--- config.mk ---
export PLATFORM = sky130hd
export DESIGN_NAME = mem_req_arbiter
export DESIGN_NICKNAME = d
export VERILOG_FILES = /design/src/rtl/mem_arb_pkg.sv /design/src/rtl/mem_arb_grant.sv /design/src/rtl/mem_req_arbiter.sv
export SDC_FILE = /design/constraint.sdc
export NUM_CORES = 1
export LEC_CHECK = 0
export ABC_AREA = 1
export BUFFER_PORTS_ARGS = -buffer_cell sky130_fd_sc_hd__buf_2
export CORE_UTILIZATION = 26
export CTS_BUF_LIST = sky130_fd_sc_hd__clkbuf_16
export DETAILED_ROUTE_END_ITERATION = 10
export PLACE_DENSITY = 0.53
export SLEW_MARGIN = 10
export SYNTH_ARGS = -nofsm -noshare
export SYNTH_HDL_FRONTEND = slang
export SYNTH_HIERARCHICAL = 1
export SYNTH_SLANG_ARGS = --single-unit
export TNS_END_PERCENT = 100
--- constraint.sdc ---
create_clock -name clk -period 4.1 [get_ports clk]
set_input_delay 0.615 -clock clk [delete_from_list [all_inputs] [get_ports clk]]
set_output_delay 0.615 -clock clk [all_outputs]
set_load 0.01 [all_outputs]
--- src/rtl/mem_arb_pkg.sv ---
// Shared types and sizes for the memory request arbiter: FSM states, grant
// selector, memory-unit bus widths and the default mapped-address ceiling.
package mem_arb_pkg;

    localparam int MEM_ADDR_W = 27;
    localparam int MEM_DATA_W = 32;

    localparam logic [MEM_ADDR_W-1:0] DEFAULT_ADDR_LIMIT = 27'hC01600;

    typedef enum logic [2:0] {
        INIT_WAIT,
        IDLE,
        ISSUE,
        WAIT,
        DONE
    } arb_state_t;

    typedef enum logic {
        GNT_IF = 1'b0,
        GNT_D  = 1'b1
    } grant_t;

    // Anything at or above the limit has no backing device behind the memory unit.
    function automatic logic addr_unmapped(input logic [MEM_ADDR_W-1:0] addr,
                                           input logic [MEM_ADDR_W-1:0] limit);
        return (addr >= limit);
    endfunction

endpackage

--- src/rtl/mem_arb_grant.sv ---
// Fetch/data requester pick with a bounded data streak so a busy data port
// cannot starve instruction fetch indefinitely.
module mem_arb_grant
    import mem_arb_pkg::*;
#(
    parameter int MAX_DATA_STREAK = 4
) (
    input  logic   clk,
    input  logic   reset,
    input  logic   arb_en,
    input  logic   if_req,
    input  logic   d_req,
    output logic   gnt_valid,
    output grant_t gnt_sel
);

    localparam int STREAK_W = (MAX_DATA_STREAK < 1) ? 1 : $clog2(MAX_DATA_STREAK + 1);
    localparam logic [STREAK_W-1:0] STREAK_MAX = STREAK_W'(MAX_DATA_STREAK);

    logic [STREAK_W-1:0] streak_reg;
    logic [STREAK_W-1:0] streak_next;
    logic                streak_full;

    assign streak_full = (streak_reg == STREAK_MAX);

    always_comb begin
        gnt_valid   = arb_en && (if_req || d_req);
        gnt_sel     = GNT_IF;
        streak_next = streak_reg;

        // Data wins ties until it has used up its streak against a waiting fetch.
        if (d_req && !(if_req && streak_full)) begin
            gnt_sel = GNT_D;
        end

        if (gnt_valid) begin
            if (gnt_sel == GNT_IF) begin
                streak_next = '0;
            end else if (if_req && !streak_full) begin
                streak_next = streak_reg + 1'b1;
            end
        end
    end

    always_ff @(posedge clk or negedge reset) begin
        if (!reset) begin
            streak_reg <= '0;
        end else begin
            streak_reg <= streak_next;
        end
    end

endmodule

--- src/rtl/mem_req_arbiter.sv ---
// Arbitrates instruction-fetch and data ports onto the single start/busy
// memory-unit interface, with local rejection of unmapped addresses and a hang timeout.
module mem_req_arbiter
    import mem_arb_pkg::*;
#(
    parameter int                    TIMEOUT_CYCLES  = 4096,
    parameter int                    MAX_DATA_STREAK = 4,
    parameter logic [MEM_ADDR_W-1:0] ADDR_LIMIT      = DEFAULT_ADDR_LIMIT
) (
    input  logic                  clk,
    input  logic                  reset,
    input  logic                  if_req,
    input  logic [MEM_ADDR_W-1:0] if_addr,
    output logic                  if_ack,
    output logic [MEM_DATA_W-1:0] if_q,
    input  logic                  d_req,
    input  logic [MEM_ADDR_W-1:0] d_addr,
    input  logic [MEM_DATA_W-1:0] d_data,
    input  logic                  d_we,
    output logic                  d_ack,
    output logic [MEM_DATA_W-1:0] d_q,
    output logic                  bus_err,
    output logic [MEM_ADDR_W-1:0] mu_address,
    output logic [MEM_DATA_W-1:0] mu_data,
    output logic                  mu_we,
    output logic                  mu_start,
    input  logic                  mu_busy,
    input  logic [MEM_DATA_W-1:0] mu_q,
    input  logic                  mu_init_done
);

    localparam int NPORT = 2;
    localparam int TMO_W = $clog2(TIMEOUT_CYCLES + 1);
    localparam logic [TMO_W-1:0] TMO_LIMIT = TMO_W'(TIMEOUT_CYCLES);

    arb_state_t            state_reg, state_next;
    grant_t                gnt_reg, gnt_next;
    logic [TMO_W-1:0]      tmo_cnt_reg, tmo_cnt_next, tmo_inc;
    logic [MEM_ADDR_W-1:0] mu_address_reg, mu_address_next;
    logic [MEM_DATA_W-1:0] mu_data_reg, mu_data_next;
    logic                  mu_we_reg, mu_we_next;
    logic                  mu_start_reg, mu_start_next;
    logic [NPORT-1:0]      ack_reg, ack_next;
    logic                  bus_err_reg, bus_err_next;

    logic [NPORT-1:0]                 q_load;
    logic [MEM_DATA_W-1:0]            q_load_val;
    logic [NPORT-1:0][MEM_DATA_W-1:0] q_all;

    logic                  gnt_valid;
    grant_t                gnt_sel;
    logic [MEM_ADDR_W-1:0] req_addr;

    mem_arb_grant #(
        .MAX_DATA_STREAK(MAX_DATA_STREAK)
    ) u_grant (
        .clk      (clk),
        .reset    (reset),
        .arb_en   (state_reg == IDLE),
        .if_req   (if_req),
        .d_req    (d_req),
        .gnt_valid(gnt_valid),
        .gnt_sel  (gnt_sel)
    );

    assign req_addr = (gnt_sel == GNT_D) ? d_addr : if_addr;
    assign tmo_inc  = tmo_cnt_reg + 1'b1;

    always_comb begin
        state_next      = state_reg;
        gnt_next        = gnt_reg;
        tmo_cnt_next    = '0;
        mu_address_next = mu_address_reg;
        mu_data_next    = mu_data_reg;
        mu_we_next      = mu_we_reg;
        mu_start_next   = 1'b0;
        ack_next        = '0;
        bus_err_next    = 1'b0;
        q_load          = '0;
        q_load_val      = '0;

        case (state_reg)
            INIT_WAIT: begin
                if (mu_init_done) begin
                    state_next = IDLE;
                end
            end
            IDLE: begin
                if (gnt_valid) begin
                    gnt_next        = gnt_sel;
                    mu_address_next = req_addr;
                    mu_data_next    = (gnt_sel == GNT_D) ? d_data : '0;
                    if (addr_unmapped(req_addr, ADDR_LIMIT)) begin
                        // Never reaches the memory unit; a write here is simply dropped.
                        mu_we_next       = 1'b0;
                        q_load[gnt_sel]  = 1'b1;
                        ack_next[gnt_sel] = 1'b1;
                        bus_err_next     = 1'b1;
                        state_next       = DONE;
                    end else begin
                        mu_we_next    = (gnt_sel == GNT_D) && d_we;
                        mu_start_next = 1'b1;
                        state_next    = ISSUE;
                    end
                end
            end
            ISSUE: begin
                if (tmo_inc == TMO_LIMIT) begin
                    q_load[gnt_reg]   = 1'b1;
                    ack_next[gnt_reg] = 1'b1;
                    bus_err_next      = 1'b1;
                    state_next        = DONE;
                end else begin
                    mu_start_next = 1'b1;
                    tmo_cnt_next  = tmo_inc;
                    if (mu_busy) begin
                        state_next = WAIT;
                    end
                end
            end
            WAIT: begin
                // Completion is checked first so a late finish on the timeout edge still counts.
                if (!mu_busy) begin
                    q_load[gnt_reg]   = 1'b1;
                    q_load_val        = mu_q;
                    ack_next[gnt_reg] = 1'b1;
                    state_next        = DONE;
                end else if (tmo_inc == TMO_LIMIT) begin
                    q_load[gnt_reg]   = 1'b1;
                    ack_next[gnt_reg] = 1'b1;
                    bus_err_next      = 1'b1;
                    state_next        = DONE;
                end else begin
                    mu_start_next = 1'b1;
                    tmo_cnt_next  = tmo_inc;
                end
            end
            DONE: begin
                state_next = IDLE;
            end
            default: begin
                state_next = INIT_WAIT;
            end
        endcase
    end

    always_ff @(posedge clk or negedge reset) begin
        if (!reset) begin
            state_reg      <= INIT_WAIT;
            gnt_reg        <= GNT_IF;
            tmo_cnt_reg    <= '0;
            mu_address_reg <= '0;
            mu_data_reg    <= '0;
            mu_we_reg      <= 1'b0;
            mu_start_reg   <= 1'b0;
            ack_reg        <= '0;
            bus_err_reg    <= 1'b0;
        end else begin
            state_reg      <= state_next;
            gnt_reg        <= gnt_next;
            tmo_cnt_reg    <= tmo_cnt_next;
            mu_address_reg <= mu_address_next;
            mu_data_reg    <= mu_data_next;
            mu_we_reg      <= mu_we_next;
            mu_start_reg   <= mu_start_next;
            ack_reg        <= ack_next;
            bus_err_reg    <= bus_err_next;
        end
    end

    genvar gi;
    generate
        for (gi = 0; gi < NPORT; gi++) begin : g_port_q
            logic [MEM_DATA_W-1:0] q_port_reg;

            always_ff @(posedge clk or negedge reset) begin
                if (!reset) begin
                    q_port_reg <= '0;
                end else if (q_load[gi]) begin
                    q_port_reg <= q_load_val;
                end
            end

            assign q_all[gi] = q_port_reg;
        end
    endgenerate

    assign if_ack     = ack_reg[GNT_IF];
    assign d_ack      = ack_reg[GNT_D];
    assign if_q       = q_all[GNT_IF];
    assign d_q        = q_all[GNT_D];
    assign bus_err    = bus_err_reg;
    assign mu_address = mu_address_reg;
    assign mu_data    = mu_data_reg;
    assign mu_we      = mu_we_reg;
    assign mu_start   = mu_start_reg;

    // A client must keep its request up while the memory unit is working for it.
    a_req_held: assert property (@(posedge clk) disable iff (!reset)
        (state_reg == ISSUE || state_reg == WAIT) |-> ((gnt_reg == GNT_D) ? d_req : if_req));

endmodule

* Yosys cells after proc, flatten, opt, wreduce, memory -nomap -nowiden
Cells that the tools add are included.
** Storage, ports and cells
- Logic and storage cells :: 82
- Register bits :: 148
** Operators by class
- $lt $le $gt $ge :: 5
- Equality and inequality tests :: 11
- Reductions and logical operators :: 14
- Multiplexer cells :: 38
- $add $sub $neg :: 2
** Operators with widths (count)
- 32-bit 2-to-1 mux :: 3
- 27-bit by 24-bit >= comparator with 1-bit output (second input constant) :: 1
- 27-bit 2-to-1 mux :: 1
- 3-bit 2-to-1 mux :: 9
- 13-bit 2-to-1 mux :: 2
- 13-bit one-hot mux with 2 select lines :: 1
- 3-bit one-hot mux with 5 select lines :: 1
- 13-bit by 1-bit adder with 13-bit output (second input constant) :: 1
- 13-bit equality test (second input constant) :: 1
- 1-bit 2-to-1 mux :: 12
- 2-bit 2-to-1 mux :: 4
- 1-bit logical AND :: 7
- 3-bit by 2-bit equality test with 1-bit output (second input constant) :: 2
- 3-bit equality test (second input constant) :: 2
- 3-bit inequality test (second input constant) :: 2
- 1-bit one-hot mux with 3 select lines :: 2
- 2-bit one-hot mux with 3 select lines :: 1
- 1-bit by 2-bit < comparator with 1-bit output (second input constant) :: 2
- 2-bit inequality test (second input constant) :: 2
- 2-bit AND reduction :: 2
- 4-bit AND reduction :: 1
- 3-bit by 1-bit adder with 3-bit output (second input constant) :: 1
- 3-bit by 1-bit equality test with 1-bit output (second input constant) :: 1
- 3-bit logical NOT :: 1
- other kinds (5) :: 8

* Logic depth before layout (Yosys ltp)
- Depth after elaboration :: 12
- Depth in mapped cells :: 18
- Mapped depth without buffers :: 16

* Modules after synthesis
The synthesis kept the hierarchy.
** By module, submodules not included
- mem_req_arbiter :: cells each 751, area an instance 6526.3 um^2, seq. area each 3628.5 um^2, times used 1
- mem_arb_grant :: cells each 28, area an instance 203.9 um^2, seq. area each 75.1 um^2, times used 1

* Worst setup path before layout
Ideal clock, no wire load.
- Path type :: in2reg
- From :: input d_req
- To :: register g_port_q[0].q_port_reg[10], in the netlist if_q[10]
- Arrival :: 2134 ps
- Buffers on the path :: 3
- Slack :: 1849 ps
- Stages :: 16
- Cells stage by stage :: inv_1 a31oi_1 buf_4 inv_2 buf_4 o21ai_0 nand3_1 nor2_1 nand2_1 nand2_1 nand2_2 nand4_2 nand2_4 buf_6 nand2_1 nand2_1
** On the way
- Longest elaborated chain between the ends :: 9
** RTL lines
- start: declaration :: line mem_req_arbiter.sv:16 : input logic d_req,
- 1-bit logical AND * :: line mem_arb_grant.sv:32 : if (d_req && !(if_req && streak_full)) begin
- 1-bit 2-to-1 mux * :: line mem_arb_grant.sv:32
- net gnt_sel :: line mem_req_arbiter.sv:51 : grant_t gnt_sel;
- parallel branches: the longest is 4 deep, another holds 27-bit by 24-bit >= comparator with 1-bit output
- 2-bit 2-to-1 mux * :: line mem_req_arbiter.sv:93 : if (addr_unmapped(req_addr, ADDR_LIMIT)) begin
- 2-bit 2-to-1 mux * :: line mem_req_arbiter.sv:89 : if (gnt_valid) begin
- 2-bit one-hot mux with 3 select lines * :: line mem_req_arbiter.sv:82 : case (state_reg)
- end signal: assignment :: line mem_req_arbiter.sv:180 : q_port_reg <= q_load_val;
- end: declaration :: line mem_req_arbiter.sv:174 : logic [MEM_DATA_W-1:0] q_port_reg;
Mark *: on every way through the listed nets, which the timed path passes.
A chain may end at the register's enable or synchronous reset.

* Worst setup path in the final report
- From :: register u_grant.streak_reg[0]
- To :: register g_port_q[1].q_port_reg[5], in the netlist d_q[5]
** On the way
- Longest elaborated chain between the ends :: 12
** RTL lines
- start: declaration :: line mem_arb_grant.sv:20 : logic [STREAK_W-1:0] streak_reg;
- start signal: assignment :: line mem_arb_grant.sv:49 : streak_reg <= streak_next;
- 3-bit equality test * :: line mem_arb_grant.sv:24 : assign streak_full = (streak_reg == STREAK_MAX);
- 1-bit logical AND * :: line mem_arb_grant.sv:32
- 1-bit logical NOT * :: line mem_arb_grant.sv:32
- 1-bit logical AND * :: line mem_arb_grant.sv:32
- 1-bit 2-to-1 mux * :: line mem_arb_grant.sv:32
- net gnt_sel :: line mem_req_arbiter.sv:51
- parallel branches: the longest is 4 deep, another holds 27-bit by 24-bit >= comparator with 1-bit output
- 2-bit 2-to-1 mux * :: line mem_req_arbiter.sv:93
- 2-bit 2-to-1 mux * :: line mem_req_arbiter.sv:89
- 2-bit one-hot mux with 3 select lines * :: line mem_req_arbiter.sv:82
- end signal: assignment :: line mem_req_arbiter.sv:180
- end: declaration :: line mem_req_arbiter.sv:174
Marked as above.

==> reports/metrics.cfg <==
[run_status]
status=completed

[critical_path]
r2r_end=d_q[5]
ff2ff_path_depth=15
worst_ep_required_time_ns=4.41
start_kind=register
reg2reg_slack_ns=1.20
r2r_start=u_grant/streak_reg[0]
path_max_fanout=33
critPathArrivalTime_ns=3.21
cp-end-kind=register
worstSetupPathType=register to register

[power_and_ir_drop]
power_mw=4.74
pwr_density_cell_mw_per_mm2=536
p_leak_nw=4.90
ir_drop_mv=0.239

[floorplanning]
core_area_mm2=0.0253
fp.dieH_um=163
io_pins=253
dieArea_mm2=0.0265
rows=58
dieWidth_um=163
start_util_pct=26.6

[global_route]
first_global_vias=6057
grtUsageTotal_pct=15.5
grt_first_pass_wirelength_um=32000
grt_overflow_total=0
antenna_found_initial=2
grt_max_degree=87

[place]
dp.final_hpwl_um=13800
place_ws_ns=1.08
gp_congestion=0.810
io_buffers=252

[logic_synthesis]
ys_seq_area_share_pct=55.0
async_flop_share_pct=100
syn_nets=907
synth-edff-count=0
ys_ff_latch=148
synth_top_flop_cell=dfrtp_1
synth_area_per_cell_um2=8.64
synthesis.area_mm2=0.00673
syn_inst=779
ys_warn_count=6
synth_cell_types=37

[hold_path]
hp-class=input port to async pin

[clock_tree]
clkSlewWorstSetupHoldPaths_ns=0.07
clkLatencyLatePin_ns=0.43
root_buffer=clkbuf_16
htreeDepth=4
clock_sinks=148
hold_buffers=0
cts_resized=0
post_cts_buffers=0
cts_buffers=17
cts_tree=done
clockBufferDepth=2

[timing]
finalSetupViolations=0
min_period_ns=2.90
relSlewSlack_pct=21.1
period_share_pct=70.6
skew_ns=0.0134
tns_ns=0
hold_viol_final=0
rsz0062_at_grt=no
worst_slew_pin_slew_ns=1.18
worst_slack_ns=1.20
report.final.slew_viol_count=0
fmax_mhz=345

[final_layout]
drive_above_1_share_pct=31.4
layout.nets=1145
synthToLayoutAreaGrowth_pct=31.4
final_common_cell=nand2_1
final_cell_mix=nand2_1 (274), buf_2 (251), dfrtp_1 (148), nand3_1 (80), nor2_1 (80)

[route]
routed_via_density=4.48
drc=0
wirelength_um=20000
wl_per_cell_um=14.7
dr.pass1.iters=5
drt_iter0_drc=376
vias=6095
antenna_left=0

[flow_run]
maxCapViolCount=0

## layer usage
metal  routed length (um)  GRT usage (%)  vias up
met5                   13              0        -
met1                 8900           19.6     2856
met2                 9530           25.6      203
li1                     -              -     3012
met4                  273           4.46        2
met3                 1270           4.51       22
## final cells by class
type                       count  area, um^2
tap                          330         413
clock buffer                  17         425
antenna                        1        2.50
inverter                      30         113
timing repair buffer         261        1340
fill                        2704       16400
clock inverter                15         159
multi-input combinational    559        2690
sequential                   148        3700
## worst max-delay path by stage
stage,start,slack (ns),cells after the start,end
final,u_grant/streak_reg[0],1.20,15,d_q[5]
after global routing,u_grant/streak_reg[0],0.82,16,d_q[18]
after CTS,u_grant/streak_reg[0],1.15,15,d_q[22]
after detailed placement,d_req,1.08,15,d_q[22]
after global placement,d_req,1.11,15,d_q[6]
after floorplan,d_req,1.85,16,if_q[10]
## where the power goes
group	internal [mW]	switching, mW	total (mW)	leakage, nW
Combinational	0.495	0.759	1.25	2.62
Clock	0.865	0.707	1.57	0.286
Sequential	1.75	0.165	1.91	1.99
## cell usage after synthesis, types with 2 or more instances
| library cell | count | area (um^2) |
|---|---|---|
| nand2_1 | 275 | 1030 |
| dfrtp_1 | 148 | 3700 |
| nand3_1 | 80 | 400 |
| nor2_1 | 80 | 300 |
| a22o_1 | 32 | 280 |
| inv_1 | 26 | 97.6 |
| clkbuf_1 | 19 | 71.3 |
| o21ai_0 | 17 | 85.1 |
| buf_2 | 14 | 70.1 |
| o31ai_1 | 10 | 75.1 |
| a21oi_1 | 7 | 35.0 |
| nand4_1 | 7 | 43.8 |
| o21ai_1 | 7 | 35.0 |
| buf_6 | 6 | 67.6 |
| nand2_2 | 5 | 31.3 |
| or2_2 | 5 | 31.3 |
| mux2i_1 | 4 | 40.0 |
| nor2_2 | 4 | 25.0 |
| buf_4 | 3 | 22.5 |
| ha_1 | 3 | 37.5 |
| inv_2 | 3 | 11.3 |
| nor2_4 | 3 | 33.8 |
| o21bai_1 | 3 | 22.5 |
| nand2_4 | 2 | 22.5 |
| nand3_4 | 2 | 35.0 |
| nand3b_1 | 2 | 15.0 |
| or2_1 | 2 | 12.5 |
## cell families (layout without fill, tap and decap cells)
kind of cell,after synthesis,in the layout,synth area share (%)
and+or+nand+nor,471,471,30.0
DFF,148,148,55.0
AOI/OAI and AO/OA,80,80,8.55
buffers and inverters,72,323,5.11
muxes,4,4,0.595
adders and majority gates,3,3,0.558
xor gates and xnor gates,1,1,0.130
other,0,1,0
## through the flow
step	instances	instance area [um^2]	util [%]	hold WS, ns
global placement	1328	8260	32.7	0.458
global route	1360	8840	35.0	0.308
CTS	1360	8840	35.0	0.290
floorplan	779	6730	-	0.319
detailed placement	1328	8260	32.7	0.466
finish	1361	8840	35.0	0.240
## critical path, cell delays in order (launching register included)
cell and delay (ns):
dfrtp_1 0.41, inv_1 0.09, ha_1 0.19, a31oi_2 0.12, buf_4 0.24, or2_2 0.32, o21ai_0 0.13, nand3_1 0.13
nor2_1 0.10, nand2_1 0.06, nand2_1 0.06, nand2_2 0.11, nand2_2 0.30, nand2_4 0.29, nand2_1 0.14, nand2_1 0.06
No activity file was read; power rests on OpenSTA's default activity.
